### config.mk
export PLATFORM = sky130hd
export DESIGN_NAME = seg_scan_ctrl
export DESIGN_NICKNAME = d
export VERILOG_FILES = /design/src/rtl/seg_scan_ctrl.sv
export SDC_FILE = /design/constraint.sdc
export NUM_CORES = 1
export LEC_CHECK = 0
export ABC_AREA = 1
export CORE_MARGIN = 1.5
export CORE_UTILIZATION = 51
export DETAILED_ROUTE_END_ITERATION = 10
export PLACE_DENSITY = 0.76
export SKIP_CTS_REPAIR_TIMING = 1
export SLEW_MARGIN = 20
export SYNTH_ARGS = -nofsm -noshare
export SYNTH_HDL_FRONTEND = slang
export SYNTH_SLANG_ARGS = --single-unit
### constraint.sdc
create_clock -name clk -period 1.5 [get_ports clk]
set_clock_uncertainty 0.1 [all_clocks]
set_input_delay 0.45 -clock clk [delete_from_list [all_inputs] [get_ports clk]]
set_output_delay 0.45 -clock clk [all_outputs]
set_load 0.05 [all_outputs]
### src/rtl/seg_scan_ctrl.sv
// Digit-select scanner for multiplexed N-digit 7-segment displays (fwd/rev/ping-pong/hold).
// Latency: seg_sel, dig_idx and tick are all registered; en/blank_mask reach seg_sel after 1 clock.
// Backpressure: none; free-running pacer, en=0 pauses scanning and blanks the display.
//
// Ports:
//   clk        rising-edge system clock
//   rst_n      asynchronous active-low reset
//   en         1 = scan, 0 = pause (index/prescaler/direction frozen, all digits inactive)
//   mode       00 fwd, 01 rev, 10 ping-pong, 11 hold (acted on only at a tick)
//   blank_mask per-digit force-inactive
//   seg_sel    one-hot digit select, polarity set by SEL_ACT_LOW
//   dig_idx    index of the digit currently selected
//   tick       1-cycle pulse on the edge where dig_idx advances
module seg_scan_ctrl #(
    parameter int DIGITS      = 4,
    parameter int CNT_MAX     = 50000,
    parameter bit SEL_ACT_LOW = 1'b1,
    localparam int IW         = $clog2(DIGITS)
) (
    input  logic              clk,
    input  logic              rst_n,
    input  logic              en,
    input  logic [1:0]        mode,
    input  logic [DIGITS-1:0] blank_mask,
    output logic [DIGITS-1:0] seg_sel,
    output logic [IW-1:0]     dig_idx,
    output logic              tick
);

    localparam int CW = (CNT_MAX > 1) ? $clog2(CNT_MAX) : 1;

    localparam logic [IW-1:0]     IDX_LAST = IW'(DIGITS - 1);
    localparam logic [CW-1:0]     CNT_LAST = CW'(CNT_MAX - 1);
    localparam logic [DIGITS-1:0] SEL_IDLE = {DIGITS{SEL_ACT_LOW}};
    localparam logic [DIGITS-1:0] ONE_HOT0 = DIGITS'(1);

    typedef enum logic {
        DIR_UP   = 1'b0,
        DIR_DOWN = 1'b1
    } dir_t;

    typedef enum logic [1:0] {
        MODE_FWD  = 2'b00,
        MODE_REV  = 2'b01,
        MODE_PING = 2'b10,
        MODE_HOLD = 2'b11
    } mode_t;

    dir_t              dir, dir_nxt, step_dir;
    logic [CW-1:0]     cnt, cnt_nxt;
    logic [IW-1:0]     idx_nxt, step_idx;
    logic              tick_nxt;
    logic [DIGITS-1:0] onehot, sel_nxt;

    always_ff @(posedge clk or negedge rst_n) begin
        if (!rst_n) begin
            cnt     <= '0;
            dig_idx <= '0;
            dir     <= DIR_UP;
            tick    <= 1'b0;
            seg_sel <= SEL_IDLE;
        end else begin
            cnt     <= cnt_nxt;
            dig_idx <= idx_nxt;
            dir     <= dir_nxt;
            tick    <= tick_nxt;
            seg_sel <= sel_nxt;
        end
    end

    always_comb begin
        step_idx = dig_idx;
        step_dir = dir;
        cnt_nxt  = cnt;
        idx_nxt  = dig_idx;
        dir_nxt  = dir;
        tick_nxt = 1'b0;

        // Candidate index/direction for the next tick; only committed when the
        // prescaler expires, so mode changes between ticks are invisible.
        case (mode_t'(mode))
            MODE_FWD: begin
                step_idx = (dig_idx == IDX_LAST) ? '0 : dig_idx + IW'(1);
                step_dir = DIR_UP;
            end
            MODE_REV: begin
                step_idx = (dig_idx == '0) ? IDX_LAST : dig_idx - IW'(1);
                step_dir = DIR_DOWN;
            end
            MODE_PING: begin
                // Bounce at the ends without dwelling twice on an endpoint.
                if (dir == DIR_UP) begin
                    if (dig_idx == IDX_LAST) begin
                        step_idx = IDX_LAST - IW'(1);
                        step_dir = DIR_DOWN;
                    end else begin
                        step_idx = dig_idx + IW'(1);
                    end
                end else begin
                    if (dig_idx == '0) begin
                        step_idx = IW'(1);
                        step_dir = DIR_UP;
                    end else begin
                        step_idx = dig_idx - IW'(1);
                    end
                end
            end
            default: begin
                step_idx = dig_idx;
                step_dir = dir;
            end
        endcase

        if (en) begin
            if (cnt == CNT_LAST) begin
                cnt_nxt  = '0;
                tick_nxt = 1'b1;
                idx_nxt  = step_idx;
                dir_nxt  = step_dir;
            end else begin
                cnt_nxt = cnt + CW'(1);
            end
        end

        // Select is built from the next-state index so seg_sel and dig_idx
        // always change on the same edge.
        onehot = ONE_HOT0 << idx_nxt;
        if (!en || blank_mask[idx_nxt]) begin
            sel_nxt = SEL_IDLE;
        end else begin
            sel_nxt = SEL_ACT_LOW ? ~onehot : onehot;
        end
    end

endmodule

==> flow_summary_export.csv <==
group,metric,value,unit
outcome,status,"complete, but fails checks",
outcome,failed_checks,"setup timing",
pwr,clkPwrFrac,0.109,
pwr,p_comb_frac,0.529,
synthesis,yosysSeqAreaShare,0.386,
layout,num-nets-final,285,
floorplanning,initial_utilization,0.555,
placed_design,post-dp-hpwl,3240,µm
setup_path,critical_path_arrival,1.84,ns
synthesis,avgSynthCellArea,7.85,µm²
drt,detailed_router_iteration_count_before_antenna_repair,6,
drt,post_drt_wl_per_cell,15.0,µm
layout,post_route_cells_drive_above_1_share,0.476,
placed_design,gp_routability_congestion,0.957,
setup_path,critPathMostFrequentCell,"sky130_fd_sc_hd__nand2_2",
global_route,global_route.peak_usage_layer,"met2",
timing,tightest_slew,0.263,ns
timing,final_worst_path_setup_slack,-0.209,ns
setup_path,timing.rr.start,"cnt[0]",
timing,slew_headroom,0.824,
cts,clk-insertion-delay-late,0.32,ns
floorplanning,die_w,58.5,µm
drt,drcViolationCount,0,
floorplanning,floorplan.die.height,58.5,µm
synthesis,synth_unique_cells,29,
setup_path,cpLargestDelayFamily,"simple AND/OR/NAND/NOR gates",
setup_path,critPathRequiredTime,1.64,ns
cts,path_clk_slew,0.14,ns
floorplanning,ios,16,
pwr,swShare,0.422,
timing,timing.fmax,585,MHz
timing,hold_violations,0,
placed_design,post_place_instance_area,2140,µm²
drt,antenna_left,0,
synthesis,syn-cell-area,1570,µm²
drt,vias,1633,
global_route,groute.usage.overall,0.251,
drt,drt-initial-drc-count,96,
pwr,power.switching,0.00115,W
pwr,seq_power_share,0.362,
global_route,grt_pass1_wl,6500,µm
min_path,hold_path_class,"primary input to asynchronous set/reset pin",
global_route,global_route.usage.met2,0.485,
floorplanning,core_area,2830,µm²
timing,layout_worst_path_cycle_share,1.14,
layout,syn_to_final_growth,53.3,%
synthesis,ys_warn_count,0,
global_route,grt_util_met3,0.0242,
setup_path,worstPathCellList,"ha_4, inv_2, nor2_2, nand2_1, nor2_2, nand3_2, nand2_2, nand2_4, nand2_2, nand2_2, nand2_2, nand4_1",
cts,tritoncts_clock_tree,"yes",
setup_path,timing_worst_setup_path_type,"flip-flop to flip-flop",
job,drv_cap,0,
cts,clockBufferDepth,2,
floorplanning,row_count,19,
placed_design,portBuffers,15,
synthesis,post_synth_inst_count,200,
pwr,ir_worst_vdd,0.627,mV
setup_path,endpoint_kind_of_the_worst_setup_timing_path,"flip-flop",
global_route,grt_overflow,0,
drt,post_drt_via_cell_ratio,5.48,
setup_path,slowest_stage_delay_on_critical_path,0.43,ns
pwr,internal_power,0.00158,W
synthesis,synth.net_count,217,
pwr,pd_cells,1140,nW/µm²
synthesis,synth.ff_latch_count,24,
cts,clockRootBuffer,"sky130_fd_sc_hd__clkbuf_4",
drt,wirelength,4460,µm
cts,clock_sink_count,24,
cts,tritoncts.num_buffers,3,
setup_path,timing.critical_path.slowest_stage_cell,"sky130_fd_sc_hd__dfrtp_1",
global_route,use_met1,0.275,
timing,finalSetupViolCount,18,
setup_path,worst-path-buf-inv,1,
global_route,pin_count_of_the_biggest_net_entering_global_routing,25,
pwr,leakagePower,1.20,nW
cts,h-tree-depth,1,
global_route,vias_in_the_first_global_route,1512,
timing,period_minus_slack,1.71,ns
global_route,antenna_violations_before_repair,0,
timing,totalNegativeSetupSlack,-1.97,ns
setup_path,critical_path.startpoint,"cnt[0]",
layout,n_antenna_cell,0,
timing,grt_setup_unrepaired,"true",
setup_path,start_kind,"flip-flop",
timing,max_slew_violation_count,0,
floorplanning,floorplan.die_area,3420,µm²
layout,post-route-cell-area,2410,µm²
placed_design,pre_cts_ws,-0.720,ns
setup_path,crit_path_max_fanout,6,
cell usage after synthesis:
| cell type | number | share of area |
|---|---|---|
| sky130_fd_sc_hd__nor4_1 | 2 | 0.0080 |
| sky130_fd_sc_hd__nand2_2 | 8 | 0.032 |
| sky130_fd_sc_hd__nor3_1 | 7 | 0.022 |
| sky130_fd_sc_hd__o21bai_1 | 1 | 0.0048 |
| sky130_fd_sc_hd__nor2_2 | 2 | 0.0080 |
| sky130_fd_sc_hd__nand3_1 | 11 | 0.035 |
| sky130_fd_sc_hd__o22ai_1 | 1 | 0.0040 |
| sky130_fd_sc_hd__nand2_4 | 2 | 0.014 |
| sky130_fd_sc_hd__xnor2_1 | 1 | 0.0056 |
| sky130_fd_sc_hd__nor4_2 | 1 | 0.0080 |
| sky130_fd_sc_hd__nand3_4 | 1 | 0.011 |
| sky130_fd_sc_hd__inv_1 | 33 | 0.079 |
| sky130_fd_sc_hd__nor2_1 | 21 | 0.050 |
| sky130_fd_sc_hd__o211ai_1 | 3 | 0.014 |
| sky130_fd_sc_hd__a221oi_1 | 1 | 0.0056 |
| sky130_fd_sc_hd__a21oi_1 | 5 | 0.016 |
| sky130_fd_sc_hd__xor2_1 | 8 | 0.045 |
| sky130_fd_sc_hd__o21ai_0 | 5 | 0.016 |
| sky130_fd_sc_hd__nand3_2 | 1 | 0.0064 |
| sky130_fd_sc_hd__dfstp_2 | 4 | 0.067 |
| sky130_fd_sc_hd__nand4_1 | 8 | 0.032 |
| sky130_fd_sc_hd__nor2_4 | 1 | 0.0072 |
| sky130_fd_sc_hd__nor3_2 | 1 | 0.0064 |
| sky130_fd_sc_hd__inv_2 | 5 | 0.012 |
| sky130_fd_sc_hd__dfrtp_1 | 20 | 0.32 |
| sky130_fd_sc_hd__ha_1 | 8 | 0.064 |
| sky130_fd_sc_hd__nand2_1 | 37 | 0.088 |
| sky130_fd_sc_hd__buf_6 | 1 | 0.0072 |
| sky130_fd_sc_hd__nor2_8 | 1 | 0.013 |
layout make-up:
class / count / area, µm²
Inverter: 38 / 143
Timing Repair Buffer: 64 / 631
Tap cell: 31 / 38.8
Clock buffer: 4 / 26.3
Fill cell: 155 / 422
Sequential cell: 24 / 611
Multi-Input combinational cell: 137 / 958
power by group through the flow:
stage               combinational, W  sequential (W)  clock, W
finish                       0.00145        0.000989  0.000298
global route                 0.00156         0.00101  0.000332
floorplan                   0.000564        0.000948         0
global placement             0.00107        0.000944         0
CTS                          0.00113        0.000940  0.000300
detailed placement           0.00112        0.000952         0
registers in the layout, summed over array words and instances (netlist names):
| name | count |
|---|---|
| cnt | 16 |
| dig_idx | 2 |
| tick | 1 |
| seg_sel | 4 |
| dir | 1 |
worst register-to-register path, cell delays in order (launching register included):
cell                      delay, ns
sky130_fd_sc_hd__dfrtp_1       0.43
sky130_fd_sc_hd__ha_4          0.17
sky130_fd_sc_hd__inv_2         0.04
sky130_fd_sc_hd__nor2_2        0.09
sky130_fd_sc_hd__nand2_1       0.08
sky130_fd_sc_hd__nor2_2        0.14
sky130_fd_sc_hd__nand3_2       0.11
sky130_fd_sc_hd__nand2_2       0.13
sky130_fd_sc_hd__nand2_4       0.08
sky130_fd_sc_hd__nand2_2       0.06
sky130_fd_sc_hd__nand2_2       0.05
sky130_fd_sc_hd__nand2_2       0.08
sky130_fd_sc_hd__nand4_1       0.09
path summary, 6_finish.rpt:
kind | endpoint | slack [ns] | cells past startpoint
min reg2reg | cnt[14] | 0.48 | 2
min in group clk | cnt[14] | 0.48 | 2
min | cnt[5] | 0.35 | 2
max reg2reg | seg_sel[0] | -0.21 | 12
max | seg_sel[0] | -0.21 | 12
max in group asynchronous | seg_sel[3] | 0.70 | 2
cell usage in the layout, fill, tap and decap left out, drive strengths merged, types with 3 or more instances in the layout:
master	synthesis	layout
buf	1	56
nand2	47	47
inv	38	38
nor2	25	25
dfrtp	20	20
nand3	13	13
nand4	8	8
xor2	8	8
ha	8	8
nor3	8	8
clkdlybuf4s50	0	5
o21ai	5	5
a21oi	5	5
dfstp	4	4
clkbuf	0	4
o211ai	3	3
dlymetal6s2s	0	3
nor4	3	3
per-layer routing:
metal | up-vias | wire length, µm
li1 | 769 | -
met1 | 767 | 1710
met2 | 75 | 2360
met3 | 22 | 209
met4 | 0 | 182
met5 | - | 0
cells by family (layout without fill, tap and decap cells):
family,Yosys count,after routing,synth area share
buf+inv,39,106,0.0980
fa+ha+maj,8,8,0.0637
simple gates,104,104,0.342
flops,24,24,0.386
compound gates,16,16,0.0606
xor+xnor,9,9,0.0502
per-stage QoR:
| stage | total power [W] | util | hold slack, ns | std cells |
|---|---|---|---|---|
| global route | 0.00290 | 0.851 | 0.357 | 298 |
| finish | 0.00274 | 0.851 | 0.351 | 298 |
| CTS | 0.00237 | 0.766 | 0.362 | 288 |
| global placement | 0.00201 | 0.757 | 0.384 | 284 |
| detailed placement | 0.00207 | 0.757 | 0.389 | 284 |
| floorplan | 0.00151 | - | 0.0544 | 200 |
Power figures use the tool's default switching activity.
